## config.mk

```make
export PLATFORM = sky130hd
export DESIGN_NAME = microwave_timer
export DESIGN_NICKNAME = d
export VERILOG_FILES = /design/src/rtl/microwave_timer.sv
export SDC_FILE = /design/constraint.sdc
export NUM_CORES = 1
export LEC_CHECK = 0
export BUFFER_PORTS_ARGS = -buffer_cell sky130_fd_sc_hd__buf_4
export CAP_MARGIN = 20
export CORE_MARGIN = 5
export CORE_UTILIZATION = 55
export DETAILED_ROUTE_END_ITERATION = 12
export GPL_TIMING_DRIVEN = 0
export PLACE_DENSITY = 0.77
export SYNTH_ARGS = -nofsm -noshare
export SYNTH_HDL_FRONTEND = slang
export SYNTH_SLANG_ARGS = --single-unit
```

## constraint.sdc

```tcl
create_clock -name clk -period 3.86 [get_ports clk]
set_input_delay 0.772 -clock clk [delete_from_list [all_inputs] [get_ports clk]]
set_output_delay 0.772 -clock clk [all_outputs]
set_load 0.005 [all_outputs]
```

## src/rtl/microwave_timer.sv

```systemverilog
// BCD mm:ss countdown timer: keypad entry while idle, one-second decrements while enabled.
// Optional "+30 s" key is built in when MICROWAVE_TIMER_PLUS30_EN is defined.
module microwave_timer #(
    parameter int TICKS_PER_SEC = 100
) (
    input  logic       clk,
    input  logic       resetn,
    input  logic       clearn,
    input  logic       load,
    input  logic [3:0] digit,
    input  logic       enable,
`ifdef MICROWAVE_TIMER_PLUS30_EN
    input  logic       plus30,
`endif
    output logic [3:0] min_tens,
    output logic [3:0] min_ones,
    output logic [3:0] sec_tens,
    output logic [3:0] sec_ones,
    output logic       timer_done,
    output logic       tick
);

    localparam int PW = (TICKS_PER_SEC > 2) ? $clog2(TICKS_PER_SEC) : 1;
    localparam logic [PW-1:0] PRE_LAST = PW'(TICKS_PER_SEC - 1);

    logic [PW-1:0] pre;
    logic          adv;
    logic          wrap;
    logic          load_ok;
    logic [3:0]    d_mt, d_mo, d_st, d_so;

    assign timer_done = (min_tens == 4'd0) && (min_ones == 4'd0) &&
                        (sec_tens == 4'd0) && (sec_ones == 4'd0);
    assign adv        = enable && !timer_done;
    assign wrap       = adv && (pre == PRE_LAST);
    assign load_ok    = load && !enable && (digit <= 4'd9);

    // Borrow chain; only used when the count is non-zero, so it never underflows.
    always_comb begin
        d_so = sec_ones - 4'd1;
        d_st = sec_tens;
        d_mo = min_ones;
        d_mt = min_tens;
        if (sec_ones == 4'd0) begin
            d_so = 4'd9;
            d_st = sec_tens - 4'd1;
            if (sec_tens == 4'd0) begin
                d_st = 4'd5;
                d_mo = min_ones - 4'd1;
                if (min_ones == 4'd0) begin
                    d_mo = 4'd9;
                    d_mt = min_tens - 4'd1;
                end
            end
        end
    end

`ifdef MICROWAVE_TIMER_PLUS30_EN
    logic [3:0] st_sum;
    logic [3:0] a_mt, a_mo, a_st, a_so;

    // sec_tens may already be 6..9 after keypad entry; a single -6 carry is applied.
    always_comb begin
        st_sum = sec_tens + 4'd3;
        a_so   = sec_ones;
        a_st   = st_sum;
        a_mo   = min_ones;
        a_mt   = min_tens;
        if (st_sum >= 4'd6) begin
            a_st = st_sum - 4'd6;
            if (min_ones == 4'd9) begin
                a_mo = 4'd0;
                if (min_tens == 4'd9) begin
                    a_mt = 4'd9;
                    a_mo = 4'd9;
                    a_st = 4'd5;
                    a_so = 4'd9;
                end else begin
                    a_mt = min_tens + 4'd1;
                end
            end else begin
                a_mo = min_ones + 4'd1;
            end
        end
    end
`endif

    always_ff @(posedge clk or negedge resetn) begin
        if (!resetn) begin
            min_tens <= 4'd0;
            min_ones <= 4'd0;
            sec_tens <= 4'd0;
            sec_ones <= 4'd0;
            pre      <= '0;
            tick     <= 1'b0;
        end else if (!clearn) begin
            min_tens <= 4'd0;
            min_ones <= 4'd0;
            sec_tens <= 4'd0;
            sec_ones <= 4'd0;
            pre      <= '0;
            tick     <= 1'b0;
        end else if (load_ok) begin
            min_tens <= min_ones;
            min_ones <= sec_tens;
            sec_tens <= sec_ones;
            sec_ones <= digit;
            pre      <= '0;
            tick     <= 1'b0;
`ifdef MICROWAVE_TIMER_PLUS30_EN
        end else if (plus30) begin
            // On a terminal cycle pre holds, deferring the decrement by one cycle.
            min_tens <= a_mt;
            min_ones <= a_mo;
            sec_tens <= a_st;
            sec_ones <= a_so;
            if (adv && !wrap) pre <= pre + 1'b1;
            tick     <= 1'b0;
`endif
        end else begin
            tick <= wrap;
            if (wrap) begin
                pre      <= '0;
                min_tens <= d_mt;
                min_ones <= d_mo;
                sec_tens <= d_st;
                sec_ones <= d_so;
            end else if (adv) begin
                pre <= pre + 1'b1;
            end
        end
    end

endmodule

```

# Yosys cells after proc, flatten, opt, wreduce, memory -nomap -nowiden
# Cells that the tools add are included.
op_classes:
  add_sub_neg: 5
  order_cmp: 1
  eq_ne: 6
  n_mux: 27
  reduce_logical: 16
op_table:
  columns: ["operator", "count"]
  rows:
  - ["2-to-1 mux 4 bit", 21]
  - ["2-to-1 mux 7 bit", 4]
  - ["logical NOT 4 bit", 4]
  - ["subtractor 4 x 1 -> 4 bit, second input constant", 4]
  - ["!= test 3 x 1 -> 1 bit, second input constant", 4]
  - ["adder 7 x 1 -> 7 bit, second input constant", 1]
  - ["equality test 7 bit, second input constant", 1]
  - ["logical AND 1 bit", 7]
  - ["<= comparator 4 bit, second input constant", 1]
  - ["!= test 4 x 1 -> 1 bit, second input constant", 1]
  - ["AND reduction 4 bit", 1]
  - ["AND reduction 3 bit", 1]
  - ["logical NOT 1 bit", 2]
  - ["2-to-1 mux 1 bit", 2]
  - ["AND reduction 2 bit", 1]
word_totals:
  reg_bits: 24
  output_inout_bits: 18

# Depth between registers and ports, before layout
# Gate-level depths: netlist (run 1).
logic_depth:
  ltp_word: 10
  mapped_depth: 8
  mapped_depth_nobuf: 7

# Worst setup path before layout (run 1)
# No wires, ideal clock.
synth_path:
  kind: "input to register"
  start: "input port enable"
  end: "register sec_tens[3]"
  t_arrival_ns: 2.011
  setup_slack_ns: 1.727
  stages: 5
  cell_sequence: "buf_4 -> nor4b_4 -> nand2_1 -> or4_1 -> a32o_1"
synth_between:
  elab_chain_cells: 5
synth_rtl:
  columns: ["element", "line_no", "text"]
  rows:
  - ["start, declared", "11", "input logic enable,"]
  - ["logical NOT 1 bit", "36", "assign load_ok = load && !enable && (digit <= 4'd9);"]
  - ["logical AND 1 bit (2 in a row)", "36", null]
  - ["!= test 3 x 1 -> 1 bit (no line) or 2-to-1 mux 4 bit (tied branches)", null, null]
  - ["AND reduction 2 bit (no line) or 2-to-1 mux 4 bit (tied branches)", null, null]
  - ["end signal, assigned", "106", "sec_tens <= sec_ones;"]
  - ["end signal, assigned", "126", "sec_tens <= d_st;"]
  - ["end, declared", "17", "output logic [3:0] sec_tens,"]
# Parallel ways exist; a longest one is shown, timed or not.
# A chain may end at the register's enable or synchronous reset.

# Worst setup path after layout (run 1)
layout_path:
  start: "register min_tens[0]"
  end: "output port timer_done"
layout_between:
  elab_chain_cells: 4
layout_rtl:
  columns: ["element", "line_no", "text"]
  rows:
  - ["start, declared", "15", "output logic [3:0] min_tens,"]
  - ["start signal, assigned", "104", "min_tens <= min_ones;"]
  - ["start signal, assigned", "124", "min_tens <= d_mt;"]
  - ["logical NOT 4 bit", "32", "assign timer_done = (min_tens == 4'd0) && (min_ones == 4'd0) &&"]
  - ["logical AND 1 bit (2 in a row)", "32", null]
  - ["logical AND 1 bit", "33", "(sec_tens == 4'd0) && (sec_ones == 4'd0);"]
  - ["end, declared", "19", "output logic timer_done,"]
# No other way between the ends.

==> results of run 1 <==
==> placed cells by master, fill, tap and decap left out, types with 6 or more instances in the layout <==
cell type | synthesis | layout
buf_4 | 3 | 28
dfrtp_1 | 24 | 24
o31ai_1 | 7 | 7
o21ai_0 | 23 | 23
nor2_1 | 10 | 10
inv_1 | 6 | 6
a21oi_1 | 8 | 8
or4_1 | 9 | 9
a31oi_1 | 8 | 8
nand2_1 | 18 | 18
nand4_1 | 6 | 6
or3_1 | 8 | 8
==> per-layer routing <==
metal	track usage	share of wire	vias up
met4	0.0831	0.015	0
met1	0.301	0.42	737
met3	0.0266	0.066	7
met2	0.360	0.50	77
met5	0	0	-
li1	-	-	717
==> how the worst max path moves through the flow <==
stage / from / endpoint / depth (start not counted)
6_report: min_tens[0] / timer_done / 7
3_3_place_gp: min_tens[0] / timer_done / 7
2_1_floorplan: enable / sec_tens[3] / 5
5_1_grt: min_tens[0] / timer_done / 7
4_1_cts: min_tens[0] / timer_done / 7
3_5_place_dp: min_tens[0] / timer_done / 7
==> cell families after synthesis <==
logic type	count (synthesis)	synth area share
simple gates	71	0.314
compound gates	59	0.239
flops	24	0.386
buf+inv	13	0.0450
fa+ha+maj	2	0.0161
==> through the flow <==
step | worst slack [ns] | hold slack (ns) | total power, W | cells | util
global placement | 1.40 | 0.531 | 0.000427 | 225 | 0.652
global route | 0.745 | 0.319 | 0.000605 | 229 | 0.665
floorplan | 1.73 | 0.476 | 0.000378 | 169 | -
finish | 0.962 | 0.320 | 0.000569 | 229 | 0.665
CTS | 0.962 | 0.326 | 0.000572 | 229 | 0.665
detailed placement | 1.35 | 0.568 | 0.000433 | 225 | 0.652
==> power groups by stage <==
stage / sequential, W / clock [W] / combinational, W
after detailed placement: 0.000288 / 0 / 0.000145
final: 0.000284 / 0.000140 / 0.000145
after global routing: 0.000286 / 0.000156 / 0.000162
after floorplan: 0.000284 / 0 / 0.0000938
after CTS: 0.000283 / 0.000143 / 0.000146
after global placement: 0.000287 / 0 / 0.000141
==> worst register-to-register path, stage by stage (launching register included) <==
cell and delay [ns]:
dfrtp_1 0.46, inv_1 0.08, ha_1 0.18, nor3b_1 0.35, nand4_1 0.25, inv_1 0.17
buf_4 0.18, o21ai_0 0.24, a32o_1 0.31
==> area by class of cell <==
| cell class | count | area, um2 | area share |
|---|---|---|---|
| buffer | 7 | 47.5 | 0.0262 |
| multi-input combinational | 132 | 885 | 0.487 |
| tap | 31 | 38.8 | 0.0213 |
| inverter | 6 | 22.5 | 0.0124 |
| clock buffer | 4 | 36.3 | 0.0200 |
| sequential | 24 | 601 | 0.330 |
| timing repair buffer | 25 | 188 | 0.103 |
==> state kept, by name (all words and copies together) (netlist names) <==
signal / flops
min_tens: 4
sec_ones: 4
min_ones: 4
tick: 1
sec_tens: 4
pre: 7
==> results.toml, run 1 <==
[sta]
setup_viol = 0
finalCritPeriodShare = 0.751
rsz0062_at_grt = "no"
slew_headroom = 0.594
fmax_mhz = 345
setup_total_negative_slack_ns = 0
min_period_ns = 2.90
finalHoldViolCount = 0
slew_viol_final = 0
worst_slew_pin_slew_ns = 0.602
clock-skew-final_ns = 0.00290

[worst_setup_path]
worstSetupPathType = "reg2out"
reg2reg_slack_ns = 1.54
end_kind = "output port"
cp.arrival_ns = 2.13
crit_required_ns = 3.09
r2r_cells = 8
r2r-start = "min_tens[0]"
worst-path-buf-inv = 4
critPathTopFamily = "simple AND/OR/NAND/NOR gates"
worstPathCellList = "inv_1, ha_1, nor3b_1, nand4_1, inv_1, buf_4, buf_4"
reg2reg_to = "sec_ones[2]"
critPathMaxFanout = 10
cp-start-kind = "register"
cp_slowest_cell = "dfrtp_1"
max_stage_delay_ns = 0.46

[route]
wl_per_cell_um = 18.0
num_vias = 1538
drc = 0
wirelength_um = 4130
drtIter0Drc = 122
drtPass1Iterations = 4
viasPerCell = 6.72
drtAntennaViolNets = 0

[place]
io_buffers = 25
placed_cell_area_um2 = 1780
post-dp-hpwl_um = 3090
place_congestion = 0.837

[synthesis]
yosys-top-cells-count = "24 x dfrtp_1, 23 x o21ai_0, 18 x nand2_1, 10 x nor2_1, 9 x or4_1"
syn_nets = 180
synth-seq-cells = 24
ys.warnings.count = 0
ys_seq_area_frac = 0.386
synthDistinctLibCells = 44
synthArstFlopShare = 1.00
yosysTopAreaCellShare = 0.386
synth_ff_type = "dfrtp_1"
synth-edff-count = 0
synthCells = 169
syn-cell-area_um2 = 1560
synthTopCellsByArea = "dfrtp_1 39%, o21ai_0 7.4%, nand2_1 4.3%"
synth_top_cell_by_area = "dfrtp_1"
syn_area_per_cell_um2 = 9.20
yosysMostFrequentCell = "dfrtp_1"

[clock_tree]
htree_num_levels = 1
cts-root-buf = "clkbuf_4"
path_clk_slew_ns = 0.14
clockBufferDepth = 2
cts_hold_buf = 0
postCtsSetupRepairBufs = 0
cts_resized = 0
tritoncts = "done"
clkLatencyLatePin_ns = 0.33
numCtsBuffers = 3
clock-sinks = 24

[final_layout]
nNetsFinal = 210
diodes = 0
syn2layout_area_growth_pct = 16.9
n_fill_cell = 239
drive_gt1_frac = 0.227
stdcell_area_um2 = 1820

[outcome]
status = "complete, no violations"

[power_and_ir_drop]
p_leak_nw = 0.774
p_sw_frac = 0.327
power_density_nw_per_um2 = 313
worst_ir_drop_vdd_uv = 208
power_frac_seq = 0.499
clockPowerShare = 0.246
p_int_w = 0.000383
power_frac_comb = 0.256
p_sw_w = 0.000186

[hold_path]
hold_path.class = "in2async"

[global_routing]
grt_pass1_vias = 1509
grt_usage = 0.222
grt_max_degree = 25
grt_overflow_total = 0
antenna_found_initial = 0
grt_pass1_wl_um = 7260

[floorplan]
initial_utilization = 0.569
fp.dieH_um = 63.2
fp.dieW_um = 63.2
ios = 27
dieArea_um2 = 3990
core-area_um2 = 2730
rows = 19

[run]
drv_cap = 0
No activity file was read; power rests on OpenSTA's default activity.
==> run 2, diff against run 1 <==
Settings changed: ABC_AREA from default to 1.
Clock period 3.86 ns to 3 ns, I/O delays scaled along.
==> results.toml, run 2 <==
[outcome]
status = "complete, no violations"

[synthesis]
synthCells = 216
yosysTopAreaCellShare = 0.385
ys_seq_area_frac = 0.385
yosys-top-cells-count = "64 x nand2_1, 24 x dfrtp_1, 19 x nor2_1, 19 x o21ai_0, 16 x inv_1"
synthArstFlopShare = 1.00
syn_nets = 227
synth_top_cell_by_area = "dfrtp_1"
yosysMostFrequentCell = "nand2_1"
syn_area_per_cell_um2 = 7.22
synth-seq-cells = 24
synth_ff_type = "dfrtp_1"
synthDistinctLibCells = 28
ys.warnings.count = 0
synthTopCellsByArea = "dfrtp_1 39%, nand2_1 15%, o21ai_0 6.1%"
syn-cell-area_um2 = 1560
synth-edff-count = 0

[route]
drtPass1Iterations = 4
top_layer_used = "met4"
wl_met3_um = 162
wirelength_um = 3430
drtAntennaViolNets = 0
viasPerCell = 5.35
wirelength_met1_um = 1670
wl_per_cell_um = 12.4
num_vias = 1482
drc = 0
drtIter0Drc = 83
dr_wl_met2_um = 1570

[worst_setup_path]
reg2reg_slack_ns = 1.32
reg2reg_to = "min_tens[3]"
crit_required_ns = 2.40
critPathTopFamily = "flip-flops"
r2r-start = "pre[0]"
end_kind = "output port"
r2r_cells = 8
path_common_cell = "inv_1"
cp_slowest_cell = "dfrtp_1"
worstSetupPathType = "reg2out"
worstPathCellList = "inv_1, ha_1, nand2_1, nor2_2, nand2_2, inv_1, buf_4"
critPathMaxFanout = 5
cp-start-kind = "register"
worst-path-buf-inv = 3
max_stage_delay_ns = 0.45
cp.arrival_ns = 1.49

[clock_tree]
numCtsBuffers = 3
cts-root-buf = "clkbuf_4"
cts_hold_buf = 0
clock-sinks = 24
cts_resized = 0
path_clk_slew_ns = 0.13
clockBufferDepth = 2
clkLatencyLatePin_ns = 0.32
htree_num_levels = 1
postCtsSetupRepairBufs = 0
tritoncts = "done"

[power_and_ir_drop]
worst_ir_drop_vdd_uv = 495
p_leak_nw = 0.900
finalPower_w = 0.00110
power_density_nw_per_um2 = 604

[sta]
worst_slew_pin_slew_ns = 0.447
holdWs_ns = 0.152
fmax_mhz = 478
clock-skew-final_ns = 0.00199
finalHoldViolCount = 0
min_period_ns = 2.09
setup_viol = 0
finalCritPeriodShare = 0.697
setup_total_negative_slack_ns = 0
slew_headroom = 0.702
rsz0062_at_grt = "no"
slew_viol_final = 0

[place]
io_buffers = 26
post-dp-hpwl_um = 2620
place_congestion = 0.822

[final_layout]
diodes = 0
drive_gt1_frac = 0.232
nNetsFinal = 258
final_cell_mix = "64 x nand2_1, 26 x buf_4, 24 x dfrtp_1"
syn2layout_area_growth_pct = 17.3
top_register = "pre"
final_common_cell = "nand2_1"
largest_reg_flops = 7

[global_routing]
grt_pass1_vias = 1413
grt_usage = 0.188
grt_pass1_wl_um = 6210
antenna_found_initial = 0
grt_max_degree = 25
grt_overflow_total = 0

[floorplan]
fp.dieW_um = 63.2
core-area_um2 = 2730
initial_utilization = 0.570
fp.dieH_um = 63.2
dieArea_um2 = 4000
rows = 19
ios = 27

[run]
drv_cap = 0

[hold_path]
hold_path.class = "in2async"
==> run 2: worst max path at each step <==
stage	endpoint	slack, ns	from	cells past startpoint
5_1_grt	timer_done	0.73	sec_ones[0]	6
6_report	timer_done	0.91	min_tens[0]	7
3_5_place_dp	sec_tens[0]	1.24	digit[1]	9
4_1_cts	timer_done	0.89	min_tens[0]	7
2_1_floorplan	timer_done	1.42	min_tens[0]	6
3_3_place_gp	sec_tens[0]	1.26	digit[1]	9
==> run 2: report_power, final <==
part / internal, W / total, W / switching (W) / leakage [nW]
combinational: 0.000219 / 0.000454 / 0.000235 / 0.559
clock: 0.0000742 / 0.000175 / 0.000100 / 0.0210
sequential: 0.000382 / 0.000475 / 0.0000931 / 0.320
total: 0.000676 / 0.00110 / 0.000429 / 0.900
==> run 2: layout make-up <==
cell class / count / area (um2)
Clock buffer: 4 / 36.3
Inverter: 21 / 81.3
Timing Repair Buffer: 26 / 195
Sequential cell: 24 / 601
Buffer: 4 / 31.3
Fill cell: 257 / 905
Multi-Input combinational cell: 167 / 846
Tap cell: 31 / 38.8
==> run 2: cells by family after synthesis <==
family,Yosys count,share of synthesized area
buf+inv,25,0.0722
fa+ha+maj,2,0.0160
compound gates,43,0.152
xor+xnor,3,0.0169
simple gates,119,0.357
flops,24,0.385
==> run 2: per-stage QoR <==
stage                     std cells  area (um2)  setup slack [ns]   util
after floorplan                 216        1560              1.42      -
after global placement          273        1790              1.26  0.656
after detailed placement        273        1790              1.24  0.656
after CTS                       277        1830             0.887  0.669
after global routing            277        1830             0.733  0.669
final                           277        1830             0.909  0.669
==> run 2: layer usage <==
| metal | vias up | GRT usage |
|---|---|---|
| met4 | 0 | 0.0727 |
| met2 | 33 | 0.285 |
| met5 | - | 0 |
| met3 | 3 | 0.0320 |
| li1 | 766 | - |
| met1 | 680 | 0.267 |
